===== config.mk =====
export PLATFORM = sky130hd
export DESIGN_NAME = renkon_bias_fetch_flat
export DESIGN_NICKNAME = d
export VERILOG_FILES = /design/src/rtl/renkon_bias_fetch_pkg.sv /design/src/rtl/renkon_bias_fetch_if.sv /design/src/rtl/renkon_bias_fetch.sv /design/src/flat_wrapper.sv
export SDC_FILE = /design/constraint.sdc
export NUM_CORES = 1
export LEC_CHECK = 0
export CAP_MARGIN = 10
export CORE_ASPECT_RATIO = 0.9
export CORE_MARGIN = 2
export CORE_UTILIZATION = 45
export CTS_BUF_LIST = sky130_fd_sc_hd__clkbuf_4 sky130_fd_sc_hd__clkbuf_8
export DETAILED_ROUTE_END_ITERATION = 6
export DONT_BUFFER_PORTS = 1
export GPL_TIMING_DRIVEN = 0
export PLACE_DENSITY = 0.71
export SYNTH_ARGS = -nofsm -noshare
export SYNTH_HDL_FRONTEND = slang
export SYNTH_SLANG_ARGS = --single-unit

===== constraint.sdc =====
create_clock -name clk -period 2.8 [get_ports clk]
set_clock_uncertainty 0.1 [all_clocks]
set_input_delay 0.56 -clock clk [delete_from_list [all_inputs] [get_ports clk]]
set_output_delay 0.56 -clock clk [all_outputs]
set_load 0.03 [all_outputs]

===== src/rtl/renkon_bias_fetch_pkg.sv =====
// Shared renkon definitions: default data/address/count widths and the bias fetch FSM encoding.
package renkon_bias_fetch_pkg;

    localparam int RENKON_DWIDTH = 16;
    localparam int RENKON_BWIDTH = 10;
    localparam int RENKON_NWIDTH = 10;

    typedef enum logic [2:0] {
        ST_IDLE  = 3'd0,
        ST_FETCH = 3'd1,
        ST_WAIT  = 3'd2,
        ST_LOAD  = 3'd3,
        ST_HOLD  = 3'd4,
        ST_DONE  = 3'd5
    } fetch_state_e;

endpackage


===== src/rtl/renkon_bias_fetch_if.sv =====
// Request, bias memory and bias register signals of the renkon bias fetcher.
interface renkon_bias_fetch_if
    import renkon_bias_fetch_pkg::*;
#(
    parameter int DWIDTH = RENKON_DWIDTH,
    parameter int BWIDTH = RENKON_BWIDTH,
    parameter int NWIDTH = RENKON_NWIDTH
);

    logic                     req;
    logic [BWIDTH-1:0]        base_addr;
    logic [NWIDTH-1:0]        n_out;
    logic                     next;
    logic                     clear;
    logic                     mem_re;
    logic [BWIDTH-1:0]        mem_addr;
    logic [DWIDTH-1:0]        mem_rdata;
    logic                     breg_we;
    logic signed [DWIDTH-1:0] read_bias;
    logic                     busy;
    logic                     done;

    // master is the controller/memory side, slave is the fetcher itself
    modport master (
        output req, base_addr, n_out, next, clear, mem_rdata,
        input  mem_re, mem_addr, breg_we, read_bias, busy, done
    );

    modport slave (
        input  req, base_addr, n_out, next, clear, mem_rdata,
        output mem_re, mem_addr, breg_we, read_bias, busy, done
    );

endinterface


===== src/rtl/renkon_bias_fetch.sv =====
// Fetches n_out consecutive biases from bias memory, presenting each one to the bias-add stage
// and holding it until the consumer asks for the next.
module renkon_bias_fetch
    import renkon_bias_fetch_pkg::*;
#(
    parameter int DWIDTH = RENKON_DWIDTH,
    parameter int BWIDTH = RENKON_BWIDTH,
    parameter int NWIDTH = RENKON_NWIDTH
) (
    input  logic               clk,
    input  logic               xrst,
    renkon_bias_fetch_if.slave bus
);

    fetch_state_e             state_q, state_d;
    logic [BWIDTH-1:0]        base_q;
    logic [NWIDTH-1:0]        count_q;
    logic [NWIDTH-1:0]        index_q;
    logic signed [DWIDTH-1:0] readBias_q;
    logic                     lastBias;

    assign lastBias = (index_q == count_q - NWIDTH'(1));

    always_ff @(posedge clk or negedge xrst) begin
        if (!xrst) begin
            state_q <= ST_IDLE;
        end else begin
            state_q <= state_d;
        end
    end

    // clear wins over everything, so a pending req or next is simply dropped
    always_comb begin
        state_d = state_q;
        if (bus.clear) begin
            state_d = ST_IDLE;
        end else begin
            case (state_q)
                ST_IDLE: begin
                    if (bus.req) begin
                        state_d = (bus.n_out != '0) ? ST_FETCH : ST_DONE;
                    end
                end
                ST_FETCH: state_d = ST_WAIT;
                ST_WAIT:  state_d = ST_LOAD;
                ST_LOAD:  state_d = ST_HOLD;
                ST_HOLD: begin
                    if (bus.next) begin
                        state_d = lastBias ? ST_DONE : ST_FETCH;
                    end
                end
                ST_DONE:  state_d = ST_IDLE;
                default:  state_d = ST_IDLE;
            endcase
        end
    end

    always_ff @(posedge clk or negedge xrst) begin
        if (!xrst) begin
            base_q     <= '0;
            count_q    <= '0;
            index_q    <= '0;
            readBias_q <= '0;
        end else if (!bus.clear) begin
            if (state_q == ST_IDLE && bus.req && bus.n_out != '0) begin
                base_q  <= bus.base_addr;
                count_q <= bus.n_out;
                index_q <= '0;
            end
            if (state_q == ST_HOLD && bus.next && !lastBias) begin
                index_q <= index_q + NWIDTH'(1);
            end
            // memory data is only valid in the cycle after the read strobe
            if (state_q == ST_WAIT) begin
                readBias_q <= bus.mem_rdata;
            end
        end
    end

    always_comb begin
        bus.mem_re    = (state_q == ST_FETCH);
        bus.mem_addr  = base_q + BWIDTH'(index_q);
        bus.breg_we   = (state_q == ST_LOAD);
        bus.read_bias = readBias_q;
        bus.busy      = (state_q != ST_IDLE);
        bus.done      = (state_q == ST_DONE);
    end

endmodule

===== src/flat_wrapper.sv =====
// flat-port wrapper written by rule: the top's interface ports become plain ports
module renkon_bias_fetch_flat import renkon_bias_fetch_pkg::*;
#(
    parameter int DWIDTH = RENKON_DWIDTH,
    parameter int BWIDTH = RENKON_BWIDTH,
    parameter int NWIDTH = RENKON_NWIDTH
)
  (clk, xrst, bus_req, bus_base_addr, bus_n_out, bus_next, bus_clear, bus_mem_rdata, bus_mem_re, bus_mem_addr, bus_breg_we, bus_read_bias, bus_busy, bus_done);
  renkon_bias_fetch_if #(.DWIDTH(DWIDTH), .BWIDTH(BWIDTH), .NWIDTH(NWIDTH)) bus_i ();
  input  logic clk;
  input  logic xrst;
  input wire logic [$bits(bus_i.req)-1:0] bus_req;
  input wire logic [$bits(bus_i.base_addr)-1:0] bus_base_addr;
  input wire logic [$bits(bus_i.n_out)-1:0] bus_n_out;
  input wire logic [$bits(bus_i.next)-1:0] bus_next;
  input wire logic [$bits(bus_i.clear)-1:0] bus_clear;
  input wire logic [$bits(bus_i.mem_rdata)-1:0] bus_mem_rdata;
  output wire logic [$bits(bus_i.mem_re)-1:0] bus_mem_re;
  output wire logic [$bits(bus_i.mem_addr)-1:0] bus_mem_addr;
  output wire logic [$bits(bus_i.breg_we)-1:0] bus_breg_we;
  output wire logic [$bits(bus_i.read_bias)-1:0] bus_read_bias;
  output wire logic [$bits(bus_i.busy)-1:0] bus_busy;
  output wire logic [$bits(bus_i.done)-1:0] bus_done;
  assign bus_i.req = bus_req;
  assign bus_i.base_addr = bus_base_addr;
  assign bus_i.n_out = bus_n_out;
  assign bus_i.next = bus_next;
  assign bus_i.clear = bus_clear;
  assign bus_i.mem_rdata = bus_mem_rdata;
  assign bus_mem_re = bus_i.mem_re;
  assign bus_mem_addr = bus_i.mem_addr;
  assign bus_breg_we = bus_i.breg_we;
  assign bus_read_bias = bus_i.read_bias;
  assign bus_busy = bus_i.busy;
  assign bus_done = bus_i.done;
  renkon_bias_fetch #(.DWIDTH(DWIDTH), .BWIDTH(BWIDTH), .NWIDTH(NWIDTH)) u_core (.clk(clk), .xrst(xrst), .bus(bus_i));
endmodule

-- Word-level counts from Yosys, hierarchy flattened
Index checks and enable logic that the tools add are counted.
Widths: inputs -> output; s select.
- register bits after elaboration: 49
- input bits: 41
- output and inout port bits: 30
- word-level logic and storage cells: 38
- add/subtract/negate cells: 3
- equal/unequal tests: 8
- multiplexer cells: 8
- bitwise logic cells: 1
- reduce and logical (&&, ||, !) cells: 13
- operators with widths (cell ; count):
    $mux 10 ; 2
    $mux 3 ; 5
    $pmux 3 s5 ; 1
    $add 10x1->10 const B ; 1
    $add 10x10->10 ; 1
    $eq 10x10->1 ; 1
    $reduce_bool 10->1 ; 1
    $sub 10x1->10 const B ; 1
    $reduce_and 2->1 ; 4
    $eq 3x2->1 const B ; 2
    $eq 3x3->1 const B ; 2
    $ne 3x3->1 const B ; 2
    $logic_and 1x1->1 ; 4
    $eq 3x1->1 const B ; 1
    $logic_not 3->1 ; 1
    $reduce_bool 3->1 ; 1
    $reduce_bool 2->1 ; 1
    $logic_not 1->1 ; 1
    $not 1->1 ; 1

-- Logic depth before layout (Yosys ltp)
Gate-level depths: netlist of the first run.
- depth in word-level cells: 6
- gate-level depth with buffers: 10
- depth with buffers taken out: 10

-- Worst setup path before layout of the first run
Ideal clock, no wire load.
- path kind: flip-flop to output port
- start point: register u_core.index_q[1]
- end point: output port bus_mem_addr[9]
- arrival: 2.300 ns
- data required time: 2.140 ns
- slack: -0.160 ns
- stages on the path, launching flop included: 9
- path buffers: 0
- cells stage by stage: dfrtp_1 -> ha_1 -> a21o_1 -> a21oi_1 -> nor2b_1 -> o21ai_0 -> a211o_1 -> nor2_1 -> a211oi_1
- longest elaborated chain between the ends: 1
- RTL lines (item ; line ; RTL):
    start, declared ; renkon_bias_fetch.sv:18 ; logic [NWIDTH-1:0] index_q;
    start signal, assigned ; renkon_bias_fetch.sv:71 ; index_q <= index_q + NWIDTH'(1);
    $add 10x10->10 ; renkon_bias_fetch.sv:82 ; bus.mem_addr = base_q + BWIDTH'(index_q);
    end, declared ; flat_wrapper.sv:19 ; output wire logic [$bits(bus_i.mem_addr)-1:0] bus_mem_addr;
Every way passes these cells.

-- Worst setup path in the final report of the first run
- start point: register u_core.index_q[0]
- end point: output port bus_mem_addr[8]
Same word-level chain as after synthesis.

==> flow_summary.ini, run 1 <==
[clock_network]
cts_buffers = 5
cts_tree = built
ctsRootBufferMaster = clkbuf_8
clkSinkCount = 49
cts.clk_slew.worst_paths_ns = 0.10
clockBufferDepth = 2
cts_max_level = 2
insertion_delay_ns = 0.32

[worst_setup_path]
endpoint_kind = primary output
start_kind = register
r2r_slack_ns = 0.17
r2r_start = u_core.count_q[0]
path_class = reg2out
reg2reg_depth = 10
cp_max_fo = 2
crit_arrival_ns = 2.29
worstPathRequired_ns = 2.14
reg2reg_to = u_core.index_q[2]

[yosys]
ys_ff_latch = 49
netlist_area_mm2 = 0.00290
ys_async_sr_fraction_pct = 100
syn_inst = 302
yosys_most_used_dff = dfrtp_1
synth_area_leaders = dfrtp_1 42%, nand2_1 7.5%, mux2_2 6.2%
syn_avg_cell_area_um2 = 9.60
ys_warn_count = 0
synth.distinct_cells = 50
synth-edff-count = 0
syn_nets = 355
yosys.area.top_type_share_pct = 42.3
seq_area_frac_synth_pct = 42.3
synth_top_area_cell = dfrtp_1

[die]
start_util_pct = 46.9
row_count = 27
io_pins = 71
die_area_mm2 = 0.00710
die_h_um = 80.1
die_w_um = 88.6
core_mm2 = 0.00618

[pwr]
powerDensity_mw_per_mm2 = 764
peakVddDrop_mv = 0.582
power_leakage_uw = 0.00149

[status]
failed_checks = negative setup slack
status = complete, but fails checks

[placement]
numPortBuffers = 0
place_inst = 389
post-dp-hpwl_um = 4810
routabilityCongestion = 0.821

[timing]
rsz0062_at_grt = yes
slew_violations = 0
worst_slack_ns = -0.151
finalSetupViolCount = 4
period_needed_ns = 2.95
worstMarginPinSlew_ns = 0.954
final_hold_viol_count = 0
period_share_pct = 105
fmaxAchievable_mhz = 339
timing.slew.headroom_pct = 36.3

[detailed_routing]
num_vias = 2267
vias_per_cell = 5.57
drc = 0
drt_pre_antenna_iters = 4
drtIter0Drc = 169
antenna_left = 0
wire_per_inst_um = 16.9
wl_um = 6880

[finish]
fin_cells = 407
final_core_util_pct = 54.8
antenna_cells = 0
drive_gt1_share_pct = 21.6
syn_to_final_growth_pct = 17.0
final_nets = 372

[job]
maxCapViolations = 0

[global_route]
grt_max_degree = 50
grt_pass1_wl_um = 11000
grt_antenna_before_repair = 0
grt_pass1_vias = 2256
gr-total-overflow = 0
grt_util_all_layers_pct = 20.3

[worst_hold_path]
whs_endpoint = u_core.count_q[3]
hp-class = in2reg
holdPathStages = 2
hold_start = bus_n_out[3]
-- sequential cells by signal, summed over array words and instances, names as in the netlist --
name                  flops
u_core.base_q            10
u_core.bus.read_bias     16
u_core.count_q           10
u_core.index_q           10
u_core.state_q            3
-- synthesized netlist by cell type, drive strengths merged (2+ instances only) --
cell / instances
and3: 4
nand2: 58
nor3: 9
o22ai: 2
nand3b: 2
a31oi: 2
a211oi: 2
dfrtp: 49
clkbuf: 7
o31ai: 4
or3: 3
xnor2: 13
ha: 11
nor2: 17
inv: 11
nor2b: 2
o21ai: 12
a21oi: 9
nor4: 2
nand2b: 3
or4: 5
nand3: 9
a22o: 2
buf: 6
nand4: 6
and2: 2
nor4b: 3
o211ai: 4
mux2: 16
a21o: 2
mux2i: 4
xor2: 10
-- worst max-delay path: stages, from the launching register on --
cell and delay [ns]:
dfrtp_2 0.41, ha_4 0.15, inv_2 0.03, fa_2 0.35, nor2b_2 0.15, o21ai_1 0.08
nand2b_1 0.11, a21o_1 0.17, a21oi_4 0.08, o21ai_4 0.18, xor2_4 0.27
-- through the flow --
stage / area (µm²) / worst slack (ns) / power [µW] / setup TNS (ns) / hold WS (ns)
after CTS: 3290 / -0.220 / 2560 / -0.682 / 0.237
final: 3390 / -0.151 / 2590 / -0.384 / 0.241
after global placement: 3020 / -0.219 / 1930 / -0.406 / 0.165
after detailed placement: 3020 / -0.324 / 1960 / -0.708 / 0.165
after global routing: 3390 / -0.235 / 2730 / -0.779 / 0.245
after floorplan: 2910 / 0.00271 / 1830 / 0 / 0.164
-- layout by cell type (no fill, tap or decap), drive strengths merged, types with 3 or more instances in the layout --
cell    Yosys  layout
o31ai       4       4
nand2b      3       3
xor2       10      10
a21oi       9       9
o211ai      4       4
o21ai      12      12
nor2       17      17
nand4       6       6
clkbuf      7      12
dfrtp      49      49
mux2       16      16
nor3        9       9
inv        11      12
buf         6      14
ha         11      11
and3        4       4
or3         3       3
xnor2      13      13
nand2      58      58
mux2i       4       4
nand3       9       9
or4         5       5
nor4b       3       4
-- cell families (layout without fill, tap and decap cells) --
logic type | Yosys count | count (layout) | synth area share, %
simple gates | 127 | 128 | 22.0
flops | 49 | 49 | 42.3
compound gates | 47 | 47 | 11.9
buf+inv | 24 | 41 | 3.80
xor+xnor | 23 | 23 | 6.95
mux | 20 | 20 | 7.60
fa+ha+maj | 12 | 12 | 5.44
-- report_power, final --
group	switching, µW	leakage [µW]	internal (µW)
Sequential	390	0.000613	895
Combinational	429	0.000816	334
Clock	268	0.0000603	274
-- how the worst max path moves through the flow --
stage / startpoint / endpoint / slack, ns / cells past startpoint
finish: u_core.index_q[0] / bus_mem_addr[8] / -0.15 / 10
global route: u_core.index_q[0] / bus_mem_addr[8] / -0.23 / 10
CTS: u_core.index_q[0] / bus_mem_addr[8] / -0.22 / 10
detailed placement: u_core.index_q[0] / bus_mem_addr[8] / -0.32 / 10
global placement: u_core.index_q[0] / bus_mem_addr[8] / -0.22 / 10
floorplan: u_core.index_q[0] / bus_mem_addr[8] / 0.003 / 10
-- final cells by class --
class / instances / area (µm²)
fillers: 509 / 2790
plain buffers: 13 / 68.8
inverters: 11 / 41.3
clock inverters: 3 / 50.0
clock buffers: 5 / 68.8
repair buffers: 9 / 93.8
flip-flops and latches: 49 / 1230
multi-input cells: 230 / 1730
well taps: 87 / 109
-- routing by layer --
metal	share of wire, %	vias to the layer above	track usage (%)	wire length, µm
li1	-	1094	-	-
met1	43	1083	26.6	2970
met2	48	75	33.3	3320
met3	6.5	15	4.01	450
met4	2.1	0	7.27	144
met5	0	-	0	0
-- timing repair --
action	4_1_cts	5_1_grt
cloned	0	2
setup buffers	5	1
gates resized for setup	19	13
hold buffers	2	0
hold endpoints to repair	49	0
endpoints found under the setup margin	6	33
pin swaps	8	10
Note: power is estimated with default switching activity, not from simulation.
==> run 2: changes to the inputs <==
PLACE_DENSITY = 0.73   (was 0.71)
SKIP_CTS_REPAIR_TIMING = 1   (was default)
clock period = 2.7 ns   (was 2.8 ns; I/O delays follow)
==> flow_summary.ini, run 2 (same netlist as run 1, synthesis figures left out) <==
[timing]
slew_violations = 0
period_needed_ns = 3.01
worstMarginPinSlew_ns = 0.959
worst_slack_ns = -0.312
timing.slew.headroom_pct = 36.0
rsz0062_at_grt = yes
finalSetupTns_ns = -0.830
final_hold_viol_count = 0
finalSetupViolCount = 5
fmaxAchievable_mhz = 332
period_share_pct = 112

[pwr]
power_leakage_uw = 0.00154
peakVddDrop_mv = 0.641
p_sw_share_pct = 41.7
p_comb_share_pct = 30.1
powerDensity_mw_per_mm2 = 775
p_int_uw = 1570
seq_power_share_pct = 49.3
clock_power_share_pct = 20.7
p_switching_uw = 1120

[clock_network]
clkSinkCount = 49
insertion_delay_ns = 0.30
cts_max_level = 2
cts_tree = built
ctsRootBufferMaster = clkbuf_8
cts_buffers = 5
clockBufferDepth = 2
cts.clk_slew.worst_paths_ns = 0.10

[die]
die_area_mm2 = 0.00710
core_mm2 = 0.00618
die_h_um = 80.1
die_w_um = 88.6
io_pins = 71
row_count = 27
start_util_pct = 46.9

[detailed_routing]
vias_per_cell = 5.54
wire_per_inst_um = 16.2
drc = 0
drt_pre_antenna_iters = 4
num_vias = 2304
antenna_left = 0
wl_um = 6720
drtIter0Drc = 146

[worst_setup_path]
crit_arrival_ns = 2.37
endpoint_kind = primary output
worstPathRequired_ns = 2.06
start_kind = register
r2r_slack_ns = 0.11
r2r_start = u_core.count_q[0]
critPathLaunch = u_core.index_q[1]
path_class = reg2out
cp_max_fo = 4

[finish]
drive_gt1_share_pct = 23.7
final_core_util_pct = 56.4
fin_cells = 416
design_area_mm2 = 0.00348
syn_to_final_growth_pct = 20.3
largest_register_ffs = 16
fill_cells = 516
final_nets = 381
layout_commonest_cell = nand2_1
antenna_cells = 0
mostFrequentLayoutCells = 58 x nand2_1, 45 x dfrtp_1, 16 x nor2_1, 16 x mux2_2, 13 x buf_4

[placement]
routabilityCongestion = 0.828
placed_cell_area_mm2 = 0.00302
post-dp-hpwl_um = 4690
place_inst = 389
numPortBuffers = 0

[global_route]
grt_max_degree = 50
gr-total-overflow = 0
grt_util_all_layers_pct = 18.5
grt_antenna_before_repair = 0
grt_pass1_vias = 2113
grt_pass1_wl_um = 10200

[status]
status = complete, but fails checks
failed_checks = negative setup slack

[worst_hold_path]
hp-class = in2reg
hold_start = bus_n_out[3]

[job]
maxCapViolations = 0
## run 2: final timing paths
path	cells past startpoint	to
max in group asynchronous	2	u_core.index_q[2]
max reg2reg	12	u_core.index_q[2]
min in group asynchronous	2	u_core.bus.read_bias[10]
min	2	u_core.count_q[3]
min reg2reg	2	u_core.base_q[7]
max	8	bus_mem_addr[9]
## run 2: routing by layer
metal / wire (µm) / vias to the layer above / GRT usage (%)
li1: - / 1105 / -
met1: 2820 / 1123 / 25.4
met2: 3340 / 69 / 29.8
met3: 499 / 7 / 4.21
met4: 69 / 0 / 4.70
met5: 0 / - / 0
## run 2: critical path: stages, from the launching register on
cell and delay [ns]:
dfrtp_2 0.46, ha_4 0.26, a21o_1 0.11, a21oi_2 0.05
nor2b_1 0.17, o21ai_2 0.11, a211o_4 0.39, buf_6 0.13
a211oi_4 0.38
## run 2: power groups by stage
| stage | Combinational [µW] | Clock [µW] | Sequential, µW |
|---|---|---|---|
| after floorplan | 604 | 0 | 1300 |
| after global placement | 668 | 0 | 1330 |
| after detailed placement | 693 | 0 | 1340 |
| after CTS | 696 | 562 | 1330 |
| after global routing | 889 | 598 | 1350 |
| final | 811 | 558 | 1330 |
## run 2: final cells by class
class	instances	area (µm²)	area share [%]
tap	87	109	3.12
inverter	11	41.3	1.18
clock buffer	5	68.8	1.97
clock inverter	3	50.0	1.44
buffer	13	68.8	1.97
timing repair buffer	19	174	4.99
sequential	49	1230	35.3
multi-input combinational	229	1740	50.0
## run 2: stage by stage
stage | hold WS, ns | worst slack [ns] | power, µW
floorplan | 0.144 | 0.00121 | 1900
global placement | 0.145 | -0.192 | 2000
detailed placement | 0.146 | -0.256 | 2030
CTS | -0.190 | -0.597 | 2580
global route | 0.230 | -0.361 | 2840
finish | 0.233 | -0.312 | 2700
==> run 3: changes to the inputs <==
CORE_MARGIN = 8   (was 2)
GPL_ROUTABILITY_DRIVEN = 0   (was default)
==> flow_summary.ini, run 3 (same netlist as run 1, synthesis figures left out) <==
[status]
status = complete, but fails checks
failed_checks = negative setup slack

[worst_hold_path]
hp-class = in2reg
hold_start = bus_n_out[3]
holdPathStages = 2

[worst_setup_path]
worstPathRequired_ns = 2.06
path_class = reg2out
cp_num_buf_inv = 1
critical_path.top_delay_family = compound AO/OA/AOI/OAI gates
critical_path_depth = 10
crit_slowest_cell = dfrtp_2
crit_path_cell_trace = ha_4 > inv_2 > fa_2 > nor2b_1 > o21ai_1 > nand2b_1 > a21o_1 > a21oi_4 > o21ai_4 > xor2_4
endpoint_kind = primary output
cpPeakStageDelay_ns = 0.41
start_kind = register
cp_max_fo = 3
crit_arrival_ns = 2.34
reg2reg_depth = 13
critPathLaunch = u_core.index_q[0]
r2r_start = u_core.count_q[0]

[global_route]
grt_util_all_layers_pct = 15.3
grt_antenna_before_repair = 0
met3_usage_pct = 4.31
grtUsageMet1_pct = 18.7
gr-total-overflow = 0
grt_pass1_vias = 2313
busiest_layer = met2
grt_max_degree = 50
grt_pass1_wl_um = 11500
grt_util_met2_pct = 24.9

[finish]
largest_register_ffs = 16
multi_input_area_mm2 = 0.00174
final_core_util_pct = 57.0
antenna_cells = 0
regArea_mm2 = 0.00123
fill_cells = 505
layout_commonest_cell = nand2_1
mostFrequentLayoutCells = 58 x nand2_1, 45 x dfrtp_1, 16 x nor2_1, 16 x mux2_2, 16 x buf_4
drive_gt1_share_pct = 25.4
final_nets = 383
syn_to_final_growth_pct = 21.5

[job]
maxCapViolations = 0

[die]
die_w_um = 101
die_area_mm2 = 0.00927
start_util_pct = 46.9
row_count = 27
die_h_um = 92.1
core_mm2 = 0.00618
io_pins = 71

[clock_network]
ctsRootBufferMaster = clkbuf_8
clockBufferDepth = 2
insertion_delay_ns = 0.31
cts_max_level = 2
cts.clk_slew.worst_paths_ns = 0.10
cts_buffers = 5
clkSinkCount = 49
cts_tree = built

[timing]
slew_violations = 0
rsz0062_at_grt = yes
period_share_pct = 110
final_hold_viol_count = 0
worst_slack_ns = -0.283
period_needed_ns = 2.98
worstMarginPinSlew_ns = 0.971
timing.slew.headroom_pct = 35.1
finalSetupViolCount = 6
fmaxAchievable_mhz = 335
hold_ws_ns = 0.230

[detailed_routing]
antenna_left = 0
wl_um = 7240
wire_per_inst_um = 17.3
drc = 0
num_vias = 2338
vias_per_cell = 5.59
drt_pre_antenna_iters = 4
drtIter0Drc = 184

[pwr]
power_leakage_uw = 0.00157
powerDensity_mw_per_mm2 = 797
peakVddDrop_mv = 0.665

[placement]
pre_cts_ws_ns = -0.228
post-dp-hpwl_um = 4980
numPortBuffers = 0
## run 3: area by class of cell
type | instances | area share [%]
multi-input combinational | 229 | 49.4
sequential | 49 | 35.0
timing repair buffer | 21 | 5.44
tap | 87 | 3.09
buffer | 13 | 1.99
clock buffer | 5 | 1.95
clock inverter | 3 | 1.95
inverter | 11 | 1.17
## run 3: stage by stage
| stage | std cells | setup TNS (ns) | cell area (µm²) | power, µW |
|---|---|---|---|---|
| 6_report | 418 | -0.968 | 3520 | 2810 |
| 5_1_grt | 418 | -1.57 | 3520 | 2950 |
| 3_5_place_dp | 389 | -1.03 | 3020 | 2040 |
| 2_1_floorplan | 302 | 0 | 2910 | 1900 |
| 3_3_place_gp | 389 | -0.643 | 3020 | 2010 |
| 4_1_cts | 397 | -3.57 | 3160 | 2680 |
## run 3: final timing paths
check / slack, ns / endpoint
min reg2reg: 0.39 / u_core.base_q[3]
min: 0.23 / u_core.count_q[3]
min in group asynchronous: 0.63 / u_core.bus.read_bias[1]
max: -0.28 / bus_mem_addr[8]
max in group asynchronous: 1.64 / u_core.index_q[3]
max reg2reg: 0.11 / u_core.index_q[7]
## run 3: per-layer routing
| metal | vias up | share of wire (%) |
|---|---|---|
| met4 | 0 | 1.6 |
| li1 | 1117 | - |
| met2 | 71 | 50 |
| met5 | - | 0 |
| met1 | 1138 | 42 |
| met3 | 12 | 6.8 |
## run 3: where the power goes
group	internal, µW	switching (µW)	total [µW]
clock	373	269	642
combinational	380	453	833
sequential	928	403	1330
total	1680	1130	2810
